### config.mk
export PLATFORM = sky130hd
export DESIGN_NAME = yangmips_div
export DESIGN_NICKNAME = d
export VERILOG_FILES = /design/src/rtl/yangmips_defines.sv /design/src/rtl/yangmips_div.sv
export SDC_FILE = /design/constraint.sdc
export NUM_CORES = 1
export LEC_CHECK = 0
export CAP_MARGIN = 20
export CORE_AREA = 3 3 146 148
export CTS_CLUSTER_DIAMETER = 50
export DETAILED_ROUTE_END_ITERATION = 8
export DIE_AREA = 0 0 149 151
export PLACE_DENSITY = 0.78
export RECOVER_POWER = 25
export SETUP_SLACK_MARGIN = 0.2
export SLEW_MARGIN = 20
export SYNTH_ARGS = -nofsm -noshare
export SYNTH_HDL_FRONTEND = slang
export SYNTH_SLANG_ARGS = --single-unit
### constraint.sdc
create_clock -name clk -period 3.8 [get_ports clk]
set_input_delay 0.57 -clock clk [delete_from_list [all_inputs] [get_ports clk]]
set_output_delay 0.57 -clock clk [all_outputs]
set_load 0.01 [all_outputs]
### src/rtl/yangmips_defines.sv
// Shared yangMIPS definitions: divider state encodings, handshake levels and word widths.
package yangmips_defines;

    localparam int unsigned WORD_W  = 32;
    localparam int unsigned DWORD_W = 64;

    typedef enum logic [1:0] {
        DIV_FREE   = 2'b00,
        DIV_BYZERO = 2'b01,
        DIV_ON     = 2'b10,
        DIV_END    = 2'b11
    } div_state_e;

    localparam logic DIV_START            = 1'b1;
    localparam logic DIV_STOP             = 1'b0;
    localparam logic DIV_RESULT_READY     = 1'b1;
    localparam logic DIV_RESULT_NOT_READY = 1'b0;

endpackage

### src/rtl/yangmips_div.sv
// Multi-cycle radix-2 restoring divider for DIV/DIVU; result is {remainder, quotient}.
module yangmips_div
    import yangmips_defines::*;
#(
    parameter int unsigned DATA_W = WORD_W
) (
    input  logic                  clk,
    input  logic                  rst,
    input  logic                  signed_div_i,
    input  logic [DATA_W-1:0]     opdata1_i,
    input  logic [DATA_W-1:0]     opdata2_i,
    input  logic                  start_i,
    input  logic                  annul_i,
    output logic [2*DATA_W-1:0]   result_o,
    output logic                  ready_o
);

    localparam int unsigned CNT_W = $clog2(DATA_W + 1);
    localparam logic [CNT_W-1:0] CNT_LAST = CNT_W'(DATA_W);

    div_state_e state_q, state_d;

    logic [CNT_W-1:0]    cnt_q, cnt_d;
    logic [2*DATA_W:0]   work_q, work_d;
    logic [DATA_W-1:0]   divisor_q, divisor_d;
    logic                signed_q, signed_d;
    logic                sign1_q, sign1_d;
    logic                sign2_q, sign2_d;
    logic [2*DATA_W-1:0] result_q, result_d;
    logic                ready_q, ready_d;

    logic [DATA_W-1:0]   op1_abs, op2_abs;
    logic [DATA_W:0]     diff;
    logic [DATA_W-1:0]   quo, rem;

    // State register and datapath flops
    always_ff @(posedge clk) begin
        if (rst) begin
            state_q   <= DIV_FREE;
            cnt_q     <= '0;
            work_q    <= '0;
            divisor_q <= '0;
            signed_q  <= 1'b0;
            sign1_q   <= 1'b0;
            sign2_q   <= 1'b0;
            result_q  <= '0;
            ready_q   <= DIV_RESULT_NOT_READY;
        end else begin
            state_q   <= state_d;
            cnt_q     <= cnt_d;
            work_q    <= work_d;
            divisor_q <= divisor_d;
            signed_q  <= signed_d;
            sign1_q   <= sign1_d;
            sign2_q   <= sign2_d;
            result_q  <= result_d;
            ready_q   <= ready_d;
        end
    end

    // Next-state logic
    always_comb begin
        state_d = state_q;
        if (annul_i) begin
            state_d = DIV_FREE;
        end else begin
            unique case (state_q)
                DIV_FREE: begin
                    if (start_i == DIV_START) begin
                        state_d = (opdata2_i == '0) ? DIV_BYZERO : DIV_ON;
                    end
                end
                DIV_BYZERO: state_d = DIV_END;
                DIV_ON: begin
                    if (cnt_q == CNT_LAST) begin
                        state_d = DIV_END;
                    end
                end
                DIV_END: begin
                    if (start_i == DIV_STOP) begin
                        state_d = DIV_FREE;
                    end
                end
                default: state_d = DIV_FREE;
            endcase
        end
    end

    assign op1_abs = (signed_div_i && opdata1_i[DATA_W-1]) ? -opdata1_i : opdata1_i;
    assign op2_abs = (signed_div_i && opdata2_i[DATA_W-1]) ? -opdata2_i : opdata2_i;
    assign diff    = work_q[2*DATA_W:DATA_W] - {1'b0, divisor_q};

    always_comb begin
        quo = work_q[DATA_W-1:0];
        rem = work_q[2*DATA_W:DATA_W+1];
        if (signed_q && (sign1_q ^ sign2_q)) begin
            quo = -work_q[DATA_W-1:0];
        end
        if (signed_q && sign1_q) begin
            rem = -work_q[2*DATA_W:DATA_W+1];
        end
    end

    // Datapath and registered-output next values
    always_comb begin
        cnt_d     = cnt_q;
        work_d    = work_q;
        divisor_d = divisor_q;
        signed_d  = signed_q;
        sign1_d   = sign1_q;
        sign2_d   = sign2_q;
        result_d  = result_q;
        ready_d   = ready_q;
        if (annul_i) begin
            cnt_d    = '0;
            result_d = '0;
            ready_d  = DIV_RESULT_NOT_READY;
        end else begin
            unique case (state_q)
                DIV_FREE: begin
                    result_d = '0;
                    ready_d  = DIV_RESULT_NOT_READY;
                    if (start_i == DIV_START && opdata2_i != '0) begin
                        cnt_d     = '0;
                        // Dividend sits one bit up so its MSB enters the compare window on the
                        // first step; remainder then lands at the top after DATA_W steps.
                        work_d    = {{DATA_W{1'b0}}, op1_abs, 1'b0};
                        divisor_d = op2_abs;
                        signed_d  = signed_div_i;
                        sign1_d   = opdata1_i[DATA_W-1];
                        sign2_d   = opdata2_i[DATA_W-1];
                    end
                end
                DIV_BYZERO: begin
                    result_d = '0;
                    ready_d  = DIV_RESULT_READY;
                end
                DIV_ON: begin
                    if (cnt_q != CNT_LAST) begin
                        if (diff[DATA_W]) begin
                            work_d = {work_q[2*DATA_W-1:0], 1'b0};
                        end else begin
                            work_d = {diff[DATA_W-1:0], work_q[DATA_W-1:0], 1'b1};
                        end
                        cnt_d = cnt_q + CNT_W'(1);
                    end else begin
                        result_d = {rem, quo};
                        ready_d  = DIV_RESULT_READY;
                    end
                end
                DIV_END: begin
                    if (start_i == DIV_STOP) begin
                        result_d = '0;
                        ready_d  = DIV_RESULT_NOT_READY;
                    end
                end
                default: begin
                    result_d = '0;
                    ready_d  = DIV_RESULT_NOT_READY;
                end
            endcase
        end
    end

    assign result_o = result_q;
    assign ready_o  = ready_q;

endmodule

==> flow_metrics.env <==
export IMPL_worstSetupStartpointType="register"
export IMPL_cts_tree="done"
export IMPL_fin_skew_ps=11.1
export IMPL_synth_edff_count=0
export IMPL_cp_common_cell="a21oi_1"
export IMPL_final_common_cell="dfxtp_1"
export IMPL_ff_latch_area_um2=3460
export IMPL_required_ps=4170
export IMPL_antenna_found_initial=0
export IMPL_final_cell_mix="dfxtp_1, nand2_1, nor2_1, a21oi_1, o21ai_0"
export IMPL_grt_overflow=0
export IMPL_synth_distinct_cells=73
export IMPL_io_pins=134
export IMPL_dpl_cell_count=1780
export IMPL_maxCapViolCount=0
export IMPL_finalCritPeriodShare_pct=86.3
export IMPL_grt_usage_pct=25.8
export IMPL_max_freq_mhz=305
export IMPL_maxSlewHeadroom_pct=49.9
export IMPL_crit_type="register to register"
export IMPL_dpl_cell_area_um2=12600
export IMPL_insertion_delay_ps=430
export IMPL_wl_per_cell_um=16.2
export IMPL_cts_root_buffer="clkbuf_16"
export IMPL_diodes=0
export IMPL_peakVddDrop_v=0.000255
export IMPL_fin_cells=1812
export IMPL_critPathCaptureType="register"
export IMPL_via_count=10500
export IMPL_rsz0062_at_grt="no"
export IMPL_dpl_hpwl_um=22300
export IMPL_min_period_ps=3280
export IMPL_synth_fp_nets=1539
export IMPL_cpPeakStageDelay_ps=510
export IMPL_drtIter0Drc=823
export IMPL_remaining_drc_errors=0
export IMPL_avgSynthCellArea_um2=7.76
export IMPL_min_path_type="register to register"
export IMPL_yosys_area_top_type_share_pct=31.3
export IMPL_cts_sinks=173
export IMPL_maxSlewViolCount=0
export IMPL_powerDensity_nw_per_um2=349
export IMPL_drive_gt1_share_pct=6.49
export IMPL_viasPerCell=5.79
export IMPL_grt_pass1_wl_um=47500
export IMPL_status="finished, final reports clean"
export IMPL_max_slew_worst_pin_slew_ps=741
export IMPL_whs_ps=446
export IMPL_fp_row_count=52
export IMPL_routed_wl_um=29300
export IMPL_area_growth_pct=19.7
export IMPL_worst_ep_arrival_time_ps=3650
export IMPL_slowest_stage="dfxtp_1"
export IMPL_gp_congestion=0.929
export IMPL_clkTransAtPathRegs_ps=60
export IMPL_yosys_register_bits=173
export IMPL_grt_start_max_net_pins=67
export IMPL_async_reset_ff_share_pct=0
export IMPL_die_area_um2=22500
export IMPL_setup_violations=0
export IMPL_yosysSeqAreaShare_pct=31.3
export IMPL_fin_util_pct=65.7
export IMPL_netlist_area_um2=11100
export IMPL_finalInstanceArea_um2=13300
export IMPL_core_area_um2=20200
export IMPL_crit_fanout=15
export IMPL_n_fill_cell=1779
export IMPL_grt_pass1_vias=9346
export IMPL_htreeDepth=4
export IMPL_ys_warnings_count=0
export IMPL_p_leak_nw=5.13
export IMPL_yosys_area_top_type="dfxtp_1"
export IMPL_crit_chain="ha_1 -> a21o_1 -> a2111oi_0 -> a21oi_1 -> nor3b_1 -> a21oi_1 -> buf_4 -> a41oi_2 -> xnor2_2 -> buf_12 -> mux2i_1 -> a22o_1"
export IMPL_initial_utilization_pct=54.9
export IMPL_dieWidth_um=149
export IMPL_ys_flop_type="dfxtp_1"
export IMPL_final_nets=1641
export IMPL_multiInputGateArea_um2=7030
export IMPL_numCtsBuffers=17
export IMPL_final_hold_viol_count=0
export IMPL_portBuffers=133
export IMPL_synthCells=1427
export IMPL_drtPass1Iterations=5
export IMPL_cts_buffer_depth=2
export IMPL_drtAntennaViolNets=0
export IMPL_die_h_um=151
export IMPL_setup_tns_ps=0
export IMPL_synth_area_top_cells="dfxtp_1, xnor2_1, nand2_1"
## cell families after synthesis
| group | synth area share [%] |
|---|---|
| AND/OR/NAND/NOR | 20.6 |
| AO/OA/AOI/OAI | 23.7 |
| flip-flops | 31.3 |
| XOR/XNOR | 11.9 |
| buffers and inverters | 5.34 |
| adder cells (fa/ha/maj) | 4.93 |
| multiplexers | 2.27 |
## critical path: cells and delay by family, from the launching register on
kind	cells	cell delay [ps]
flip-flops	1	510
multiplexers	1	260
AO/OA/AOI/OAI	6	1310
buffers and inverters	2	360
XOR/XNOR	1	180
adder cells (fa/ha/maj)	1	360
AND/OR/NAND/NOR	1	250
## power by group
group	total (W)	leakage (nW)	internal [W]	switching, W
sequential	0.00193	1.40	0.00187	0.0000615
combinational	0.000864	3.44	0.000357	0.000507
clock	0.00183	0.293	0.00108	0.000746
## synthesized netlist by cell type (all sizes together) (34+ instances only)
library cell	number
nor2	149
xor2	70
nand3	40
inv	60
xnor2	80
a211oi	34
a21oi	119
o21ai	110
dfxtp	173
nand2	171
ha	42
clkbuf	56
a22oi	39
## cell type report
cell class | instances | area share (%)
clock buffer | 21 | 3.47
clock inverter | 11 | 1.17
inverter | 60 | 1.70
multi-input combinational | 1115 | 53.0
sequential | 173 | 26.1
tap | 270 | 2.55
timing repair buffer | 162 | 11.9
## sequential cells by signal (all words and copies together) (netlist names)
register and count:
sign1_q 1, ready_o 1, divisor_q 32, cnt_q 6
state_q 2, result_o 64, signed_q 1, work_q 65
sign2_q 1
## stage by stage
stage | setup WS [ps] | total power [W]
final | 519 | 0.00462
after global routing | 241 | 0.00481
after CTS | 467 | 0.00462
after detailed placement | 194 | 0.00282
after global placement | 266 | 0.00280
after floorplan | 881 | 0.00255
## routing by layer
layer,up-vias,track usage (%),share of wire (%),routed length (um)
met5,-,0,0,0
met4,0,5.58,1.1,335
met3,27,4.19,8.0,2360
met2,387,38.2,42,12400
met1,4861,39.5,49,14300
li1,5225,-,-,-
## repair_timing
action | 4_1_cts | 5_1_grt
resized for setup | 0 | 1
endpoints found under the setup margin | 0 | 12
hold buffers | 0 | 0
buffers inserted | 0 | 0
## path summary, 6_finish.rpt
kind,from,end,slack (ps),depth (start not counted)
setup / recovery,work_q[51]$_SDFFE_PP0P_,work_q[33]$_SDFFE_PP0P_,520,12
hold reg to reg,result_o[33]$_SDFFE_PP0P_,result_o[33]$_SDFFE_PP0P_,450,2
hold / removal,result_o[33]$_SDFFE_PP0P_,result_o[33]$_SDFFE_PP0P_,450,2
setup reg to reg,work_q[51]$_SDFFE_PP0P_,work_q[33]$_SDFFE_PP0P_,520,12
Note: power is estimated with default switching activity, not from simulation.
